File: src/rtl/mult_pkg.sv
// mult_pkg: shared constants and partial-product row type for the Wallace multiplier
package mult_pkg;
    localparam int W_DEF = 8;
    localparam int LATENCY = 3;
    localparam int MAX_W = 16;
    typedef logic [2*MAX_W-1:0] pp_row_t;
endpackage

File: src/rtl/wallace_reduce.sv
// wallace_reduce: combinational 3:2 carry-save tree folding W partial-product rows into sum and carry rows
module wallace_reduce
    import mult_pkg::*;
#(
    parameter int W = W_DEF,
    parameter int OUT_W = 2 * W
) (
    input  pp_row_t          pp [W],
    output logic [OUT_W-1:0] sum,
    output logic [OUT_W-1:0] carry
);
    logic [OUT_W-1:0] r  [W];
    logic [OUT_W-1:0] nx [W];
    int n, m;
    always_comb begin
        for (int i = 0; i < W; i++) r[i] = pp[i][OUT_W-1:0];
        n = W;
        m = 0;
        // each level compresses every group of three rows into two; leftovers pass through
        for (int l = 0; l < 8; l++) begin
            for (int i = 0; i < W; i++) nx[i] = '0;
            m = 0;
            for (int g = 0; g < W; g += 3) begin
                if (g + 2 < n) begin
                    nx[m] = r[g] ^ r[g+1] ^ r[g+2];
                    nx[m+1] = ((r[g] & r[g+1]) | (r[g] & r[g+2]) | (r[g+1] & r[g+2])) << 1;
                    m = m + 2;
                end else begin
                    for (int k = 0; k < 2; k++) begin
                        if (g + k < n) begin
                            nx[m] = r[g+k];
                            m = m + 1;
                        end
                    end
                end
            end
            if (n > 2) begin
                r = nx;
                n = m;
            end
        end
        sum = r[0];
        carry = (n > 1) ? r[1] : '0;
    end
endmodule

File: src/rtl/wallace_mult_pipe.sv
// wallace_mult_pipe: 3-stage pipelined Wallace-tree multiplier with valid/ready flow control
// `define MULT_SIGNED_EN adds port sgn selecting Baugh-Wooley two's-complement operation
module wallace_mult_pipe
    import mult_pkg::*;
#(
    parameter int W = W_DEF,
    parameter int OUT_W = 2 * W
) (
    input  logic             clk,
    input  logic             rst,
    input  logic             in_valid,
    output logic             in_ready,
    input  logic [W-1:0]     A,
    input  logic [W-1:0]     B,
`ifdef MULT_SIGNED_EN
    input  logic             sgn,
`endif
    output logic             out_valid,
    input  logic             out_ready,
    output logic [OUT_W-1:0] prod
);
    logic             s;
    logic             stall;
    logic [LATENCY-1:0] v;
    pp_row_t          pp_d  [W];
    pp_row_t          pp1   [W];
    logic [OUT_W-1:0] red_s, red_c, sum2, car2;
`ifdef MULT_SIGNED_EN
    assign s = sgn;
`else
    assign s = 1'b0;
`endif
    assign stall = out_valid && !out_ready;
    assign in_ready = !stall;
    assign out_valid = v[LATENCY-1];
    // signed mode inverts the cross terms touching exactly one sign bit and adds 2^W + 2^(2W-1)
    always_comb begin
        for (int i = 0; i < W; i++) begin
            pp_d[i] = '0;
            for (int j = 0; j < W; j++)
                pp_d[i][i+j] = (A[j] & B[i]) ^ (s & ((i == W-1) != (j == W-1)));
        end
        pp_d[0][W] = s;
        pp_d[0][2*W-1] = s;
    end
    wallace_reduce #(.W(W), .OUT_W(OUT_W)) u_reduce (
        .pp    (pp1),
        .sum   (red_s),
        .carry (red_c)
    );
    always_ff @(posedge clk or posedge rst) begin
        if (rst) begin
            v <= '0;
            pp1 <= '{default: '0};
            sum2 <= '0;
            car2 <= '0;
            prod <= '0;
        end else if (!stall) begin
            v <= {v[LATENCY-2:0], in_valid};
            if (in_valid) pp1 <= pp_d;
            if (v[0]) begin
                sum2 <= red_s;
                car2 <= red_c;
            end
            if (v[1]) prod <= sum2 + car2;
        end
    end
endmodule

File: config.mk
export PLATFORM = sky130hd
export DESIGN_NAME = wallace_mult_pipe
export DESIGN_NICKNAME = d
export VERILOG_FILES = /design/src/rtl/mult_pkg.sv /design/src/rtl/wallace_reduce.sv /design/src/rtl/wallace_mult_pipe.sv
export SDC_FILE = /design/constraint.sdc
export NUM_CORES = 1
export LEC_CHECK = 0
export ABC_AREA = 0
export CORE_ASPECT_RATIO = 1.4
export CORE_MARGIN = 2
export CORE_UTILIZATION = 60
export CTS_CLUSTER_DIAMETER = 150
export DETAILED_ROUTE_END_ITERATION = 10
export PLACE_DENSITY = 0.78
export SETUP_SLACK_MARGIN = 0.2
export SLEW_MARGIN = 25
export SYNTH_ARGS = -nofsm -noshare
export SYNTH_HDL_FRONTEND = slang
export SYNTH_SLANG_ARGS = --single-unit
File: constraint.sdc
create_clock -name clk -period 7.6 [get_ports clk]
set_clock_uncertainty 0.05 [all_clocks]
set_input_delay 0.76 -clock clk [delete_from_list [all_inputs] [get_ports clk]]
set_output_delay 0.76 -clock clk [all_outputs]
set_load 0.02 [all_outputs]
# After elaboration in Yosys (flattened, before gate mapping)
# Cells that the tools add are included.
[word_totals]
reg_bits = 114
in_bits = 20
out_inout_bits = 18
[op_classes]
add_sub_neg = 1
bitwise = 107
reduce_logical = 6
[ops]
columns = ["operator", "count"]
rows = [
  ["$and A15 B15 Y15", 10],
  ["$or A15 B15 Y15", 10],
  ["$xor A16 B16 Y16", 5],
  ["$and A1 B1 Y1", 64],
  ["$add A16 B16 Y16", 1],
  ["$xor A16 B13 Y16", 1],
  ["$xor A16 B14 Y16", 1],
  ["$xor A16 B15 Y16", 1],
  ["$and A14 B15 Y15", 1],
  ["$and A15 B14 Y15", 1],
  ["$or A15 B10 Y15", 1],
  ["$or A15 B13 Y15", 1],
  ["$and A11 B13 Y13", 1],
  ["$and A12 B13 Y13", 1],
  ["$xor A12 B13 Y13", 1],
  ["$and A11 B12 Y12", 1],
  ["$xor A11 B12 Y12", 1],
  ["$and A8 B10 Y10", 1],
  ["$and A9 B10 Y10", 1],
  ["$xor A9 B10 Y10", 1],
  ["$and A8 B9 Y9", 1],
  ["$xor A8 B9 Y9", 1],
  ["$reduce_and A2 Y1", 3],
  ["$logic_not A1 Y1", 2],
  ["other kinds (2)", 2],
]

# Logic depth before layout (Yosys ltp)
[logic_depth]
word_depth = 12
depth_mapped = 9

# Modules after synthesis
# Synthesis repeated with hierarchy kept, for this count alone.
[unflattened]
hier_cells = 747
area_unflattened_um2 = 7602.3
[modules_own_cells]
columns = ["module", "n_inst", "cells_per_inst", "area_per_inst_um2"]
rows = [
  ["wallace_mult_pipe", 1, 531, 5265.0],
  ["wallace_reduce", 1, 216, 2337.2],
]

# Worst setup path before layout
# Ideal clock, no wire load.
[synth_path]
path_kind = "reg2reg"
startpoint = "register pp1[71] (netlist bit)"
endpoint = "register sum2[7]"
arrival_ns = 2.633
required_time_ns = 7.425
setup_slack_ns = 4.793
path_stages_with_launch = 8
synth_period_minus_slack_ns = 2.807
path_cell_list = "dfrtp_1 fa_1 fa_1 inv_1 fa_1 inv_1 fa_1 mux2_2"
[synth_via]
elab_chain_cells = 6
[synth_lines]
columns = ["item", "line", "text"]
rows = [
  ["start: declaration", "wallace_mult_pipe.sv:26", "pp_row_t pp1 [W];"],
  ["start signal: assignment", "wallace_mult_pipe.sv:60", "if (in_valid) pp1 <= pp_d;"],
  ["$xor A12 B13 Y13", "wallace_reduce.sv:25", "nx[m] = r[g] ^ r[g+1] ^ r[g+2];"],
  ["$xor A16 B13 Y16", "wallace_reduce.sv:25", ""],
  ["$xor A16 B16 Y16 (4 in series)", "wallace_reduce.sv:25", ""],
  ["named net red_s[7]", "wallace_mult_pipe.sv:27", "logic [OUT_W-1:0] red_s, red_c, sum2, car2;"],
  ["end signal: assignment", "wallace_mult_pipe.sv:62", "sum2 <= red_s;"],
  ["end: declaration", "wallace_mult_pipe.sv:27", ""],
]
# The timed path passes the listed nets, and every way through them passes these cells.
# A chain may end at the register's enable or synchronous reset.

# Final worst setup path
[layout_path]
startpoint = "input out_ready"
endpoint = "output in_ready"
[layout_via]
elab_chain_cells = 3
[layout_lines]
columns = ["item", "line", "text"]
rows = [
  ["start: declaration", "wallace_mult_pipe.sv:19", "input logic out_ready,"],
  ["$logic_not A1 Y1", "wallace_mult_pipe.sv:33", "assign stall = out_valid && !out_ready;"],
  ["$logic_and A1 B1 Y1", "wallace_mult_pipe.sv:33", ""],
  ["$logic_not A1 Y1", "--", ""],
  ["end: declaration", "wallace_mult_pipe.sv:12", "output logic in_ready,"],
]
# Every way passes these cells.

==> impl_metrics.json <==
{
  "cts_setup_buffers": 0,
  "top_level_ports": 38,
  "areaGrowthSynthToFinish_pct": 12.0,
  "critPathSlowestCell": "clkdlybuf4s50_1",
  "cts.hold.buffers_added": 0,
  "finalHoldViolCount": 0,
  "fin_crit_ps": 3040,
  "grt_overflow": 0,
  "drv_cap": 0,
  "dr.first_iter.drc_count": 152,
  "drc_errors": 0,
  "synth_cell_types": 26,
  "grt_max_degree": 130,
  "cpPeakStageDelay_ps": 680,
  "setup_viol": 0,
  "critPathCaptureType": "output port",
  "arrival_ps": 2230,
  "gp_congestion": 0.793,
  "worstPathMaxFanout": 7,
  "antenna_found_initial": 0,
  "layout-drive-gt1-share": 0.0911,
  "dp.cells": 667,
  "path_class": "input pin to output port",
  "cts_inserted_buffers": 9,
  "postSynthAreaPerCell_um2": 10.3,
  "ir_worst_vdd_uv": 174,
  "clock_path_buffers": 2,
  "slew_headroom": 0.478,
  "port_buffers": 37,
  "htreeDepth": 3,
  "tightest_slew_ps": 783,
  "yosysSeqAreaShare": 0.477,
  "syn_area_um2": 5720,
  "stdcell_count": 681,
  "power_leakage_nw": 3.08,
  "via_per_inst": 5.34,
  "yosysWarnings": 0,
  "ant_nets": 0,
  "dieArea_um2": 10300,
  "finalCritPeriodShare": 0.400,
  "drt-total-wl_mm": 10.1,
  "start_util": 0.611,
  "insertedDiodeCount": 0,
  "worstSkewPairLatency_ps": 350,
  "vias": 3638,
  "grt_setup_unrepaired": "no",
  "seqCellArea_um2": 2730,
  "use_met3": 0.0420,
  "netlist_instances": 554,
  "die_h_um": 119,
  "pwr_density_cell_nw_per_um2": 361,
  "start_kind": "input pin",
  "fillers": 708,
  "multi_input_area_um2": 2640,
  "ctsRootBufferMaster": "clkbuf_16",
  "rows": 42,
  "crit_required_ps": 6790,
  "grt_pass1_wl_mm": 17.3,
  "grt_use_met1": 0.292,
  "path_cells": "clkdlybuf4s50_1, nand2b_1, clkdlybuf4s50_1",
  "coreArea_um2": 9350,
  "path_clk_slew_ps": 60,
  "tns_ps": 0,
  "grtUsageTotal": 0.218,
  "grtUsageMet2": 0.355,
  "crit_top_cell": "clkdlybuf4s50_1",
  "synth-seq-cells": 109,
  "hold_class": "flop to flop",
  "grt_pass1_vias": 3668,
  "status": "finished clean",
  "synthesis.nets": 638,
  "cts.sink_count": 109,
  "slew_violations": 0,
  "cts_tree": "built",
  "grt-busiest-layer": "met2",
  "fin_nets": 652,
  "fp.dieW_um": 86.5,
  "drtPass1Iterations": 5,
  "cts.repair.resized": 0,
  "max_freq_ghz": 0.329,
  "avgRoutedWirePerCell_um": 14.8,
  "hpwl_mm": 7.08
}
through the flow:
| step | setup slack (ps) | util | power, mW | hold WS, ps | instance area, µm² |
|---|---|---|---|---|---|
| 2_1_floorplan | 3920 | - | 1.58 | 386 | 5720 |
| 3_3_place_gp | 4670 | 0.651 | 1.80 | 395 | 6090 |
| 3_5_place_dp | 4640 | 0.651 | 1.85 | 415 | 6090 |
| 4_1_cts | 4630 | 0.683 | 2.33 | 433 | 6390 |
| 5_1_grt | 4500 | 0.684 | 2.53 | 452 | 6400 |
| 6_report | 4560 | 0.684 | 2.31 | 428 | 6400 |
layout make-up:
type	count	share of cell area
Sequential cell	109	0.426
Multi-Input combinational cell	352	0.412
Tap cell	110	0.0215
Clock inverter	1	0.00469
Inverter	58	0.0344
Clock buffer	13	0.0422
Timing Repair Buffer	38	0.0590
worst max-delay path: cells and delay by family:
family	cells	cell delay (ps)
and+or+nand+nor	1	340
buffers and inverters	2	1120
where the power goes:
group / total (mW) / internal (mW) / switching, mW
combinational: 0.990 / 0.465 / 0.525
clock: 0.476 / 0.279 / 0.197
sequential: 0.843 / 0.747 / 0.0953
total: 2.31 / 1.49 / 0.818
placed cells by master (no fill, tap or decap):
master and n:
a21bo_2 1, a21oi_1 9, buf_4 1, bufinv_16 1, clkbuf_1 1, clkbuf_16 9
clkbuf_8 3, clkdlybuf4s50_1 37, dfrtp_1 109, fa_1 39, ha_1 25, inv_1 57
inv_4 1, mux2_2 33, nand2_1 144, nand2_2 1, nand2_8 1, nand2b_1 1
nand3_1 2, nor2_1 2, nor3_1 1, o211a_1 1, o211ai_1 1, o21a_1 1
o21ai_0 77, o21ai_1 1, o21bai_1 2, o31ai_2 1, xnor2_1 6, xor2_1 3
synth_stat cells:
| cell | n | area share |
|---|---|---|
| ha_1 | 25 | 0.055 |
| xnor2_1 | 6 | 0.0092 |
| nand3_1 | 2 | 0.0018 |
| a21oi_1 | 9 | 0.0079 |
| inv_1 | 58 | 0.038 |
| fa_1 | 39 | 0.14 |
| clkbuf_1 | 6 | 0.0039 |
| o21ai_1 | 1 | 0.00087 |
| o211ai_1 | 1 | 0.0013 |
| nand2b_1 | 1 | 0.0011 |
| o211a_1 | 1 | 0.0018 |
| a21bo_2 | 1 | 0.0018 |
| mux2_2 | 33 | 0.065 |
| o21a_1 | 1 | 0.0013 |
| o21bai_1 | 2 | 0.0026 |
| o21ai_0 | 77 | 0.067 |
| xor2_1 | 3 | 0.0046 |
| dfrtp_1 | 109 | 0.48 |
| nor2_1 | 2 | 0.0013 |
| buf_2 | 12 | 0.011 |
| nand2_2 | 1 | 0.0011 |
| nand2_1 | 145 | 0.095 |
| buf_4 | 1 | 0.0013 |
| nor3_1 | 1 | 0.00087 |
| buf_1 | 16 | 0.011 |
| o31ai_2 | 1 | 0.0022 |
flip-flops by register name, indices dropped and copies added, names as in the netlist:
name / flops
pp1: 64
car2: 11
prod: 16
sum2: 15
v: 3
per-layer routing:
layer | vias to the layer above | part of all wire
met4 | 0 | 0.020
met3 | 17 | 0.029
met1 | 1781 | 0.44
met5 | - | 0
met2 | 67 | 0.51
li1 | 1773 | -
cell families after synthesis:
family / count (synthesis) / synth area share
flops: 109 / 0.477
compound gates: 94 / 0.0871
fa+ha+maj: 64 / 0.191
mux: 33 / 0.0650
simple gates: 152 / 0.101
xor+xnor: 9 / 0.0138
buf+inv: 93 / 0.0643
worst paths after layout:
kind	startpoint	end	slack [ps]	depth (start not counted)
setup / recovery	out_ready	in_ready	4560	3
hold / removal	prod[12]$_DFFE_PP0P_	prod[12]$_DFFE_PP0P_	430	2
setup reg to reg	pp1[71]$_DFFE_PP0P_	sum2[7]$_DFFE_PP0P_	4730	7
hold reg to reg	prod[12]$_DFFE_PP0P_	prod[12]$_DFFE_PP0P_	430	2
max in group asynchronous	rst	prod[0]$_DFFE_PP0P_	5530	3
min in group asynchronous	rst	prod[3]$_DFFE_PP0P_	780	2
Power figures use the tool's default switching activity.
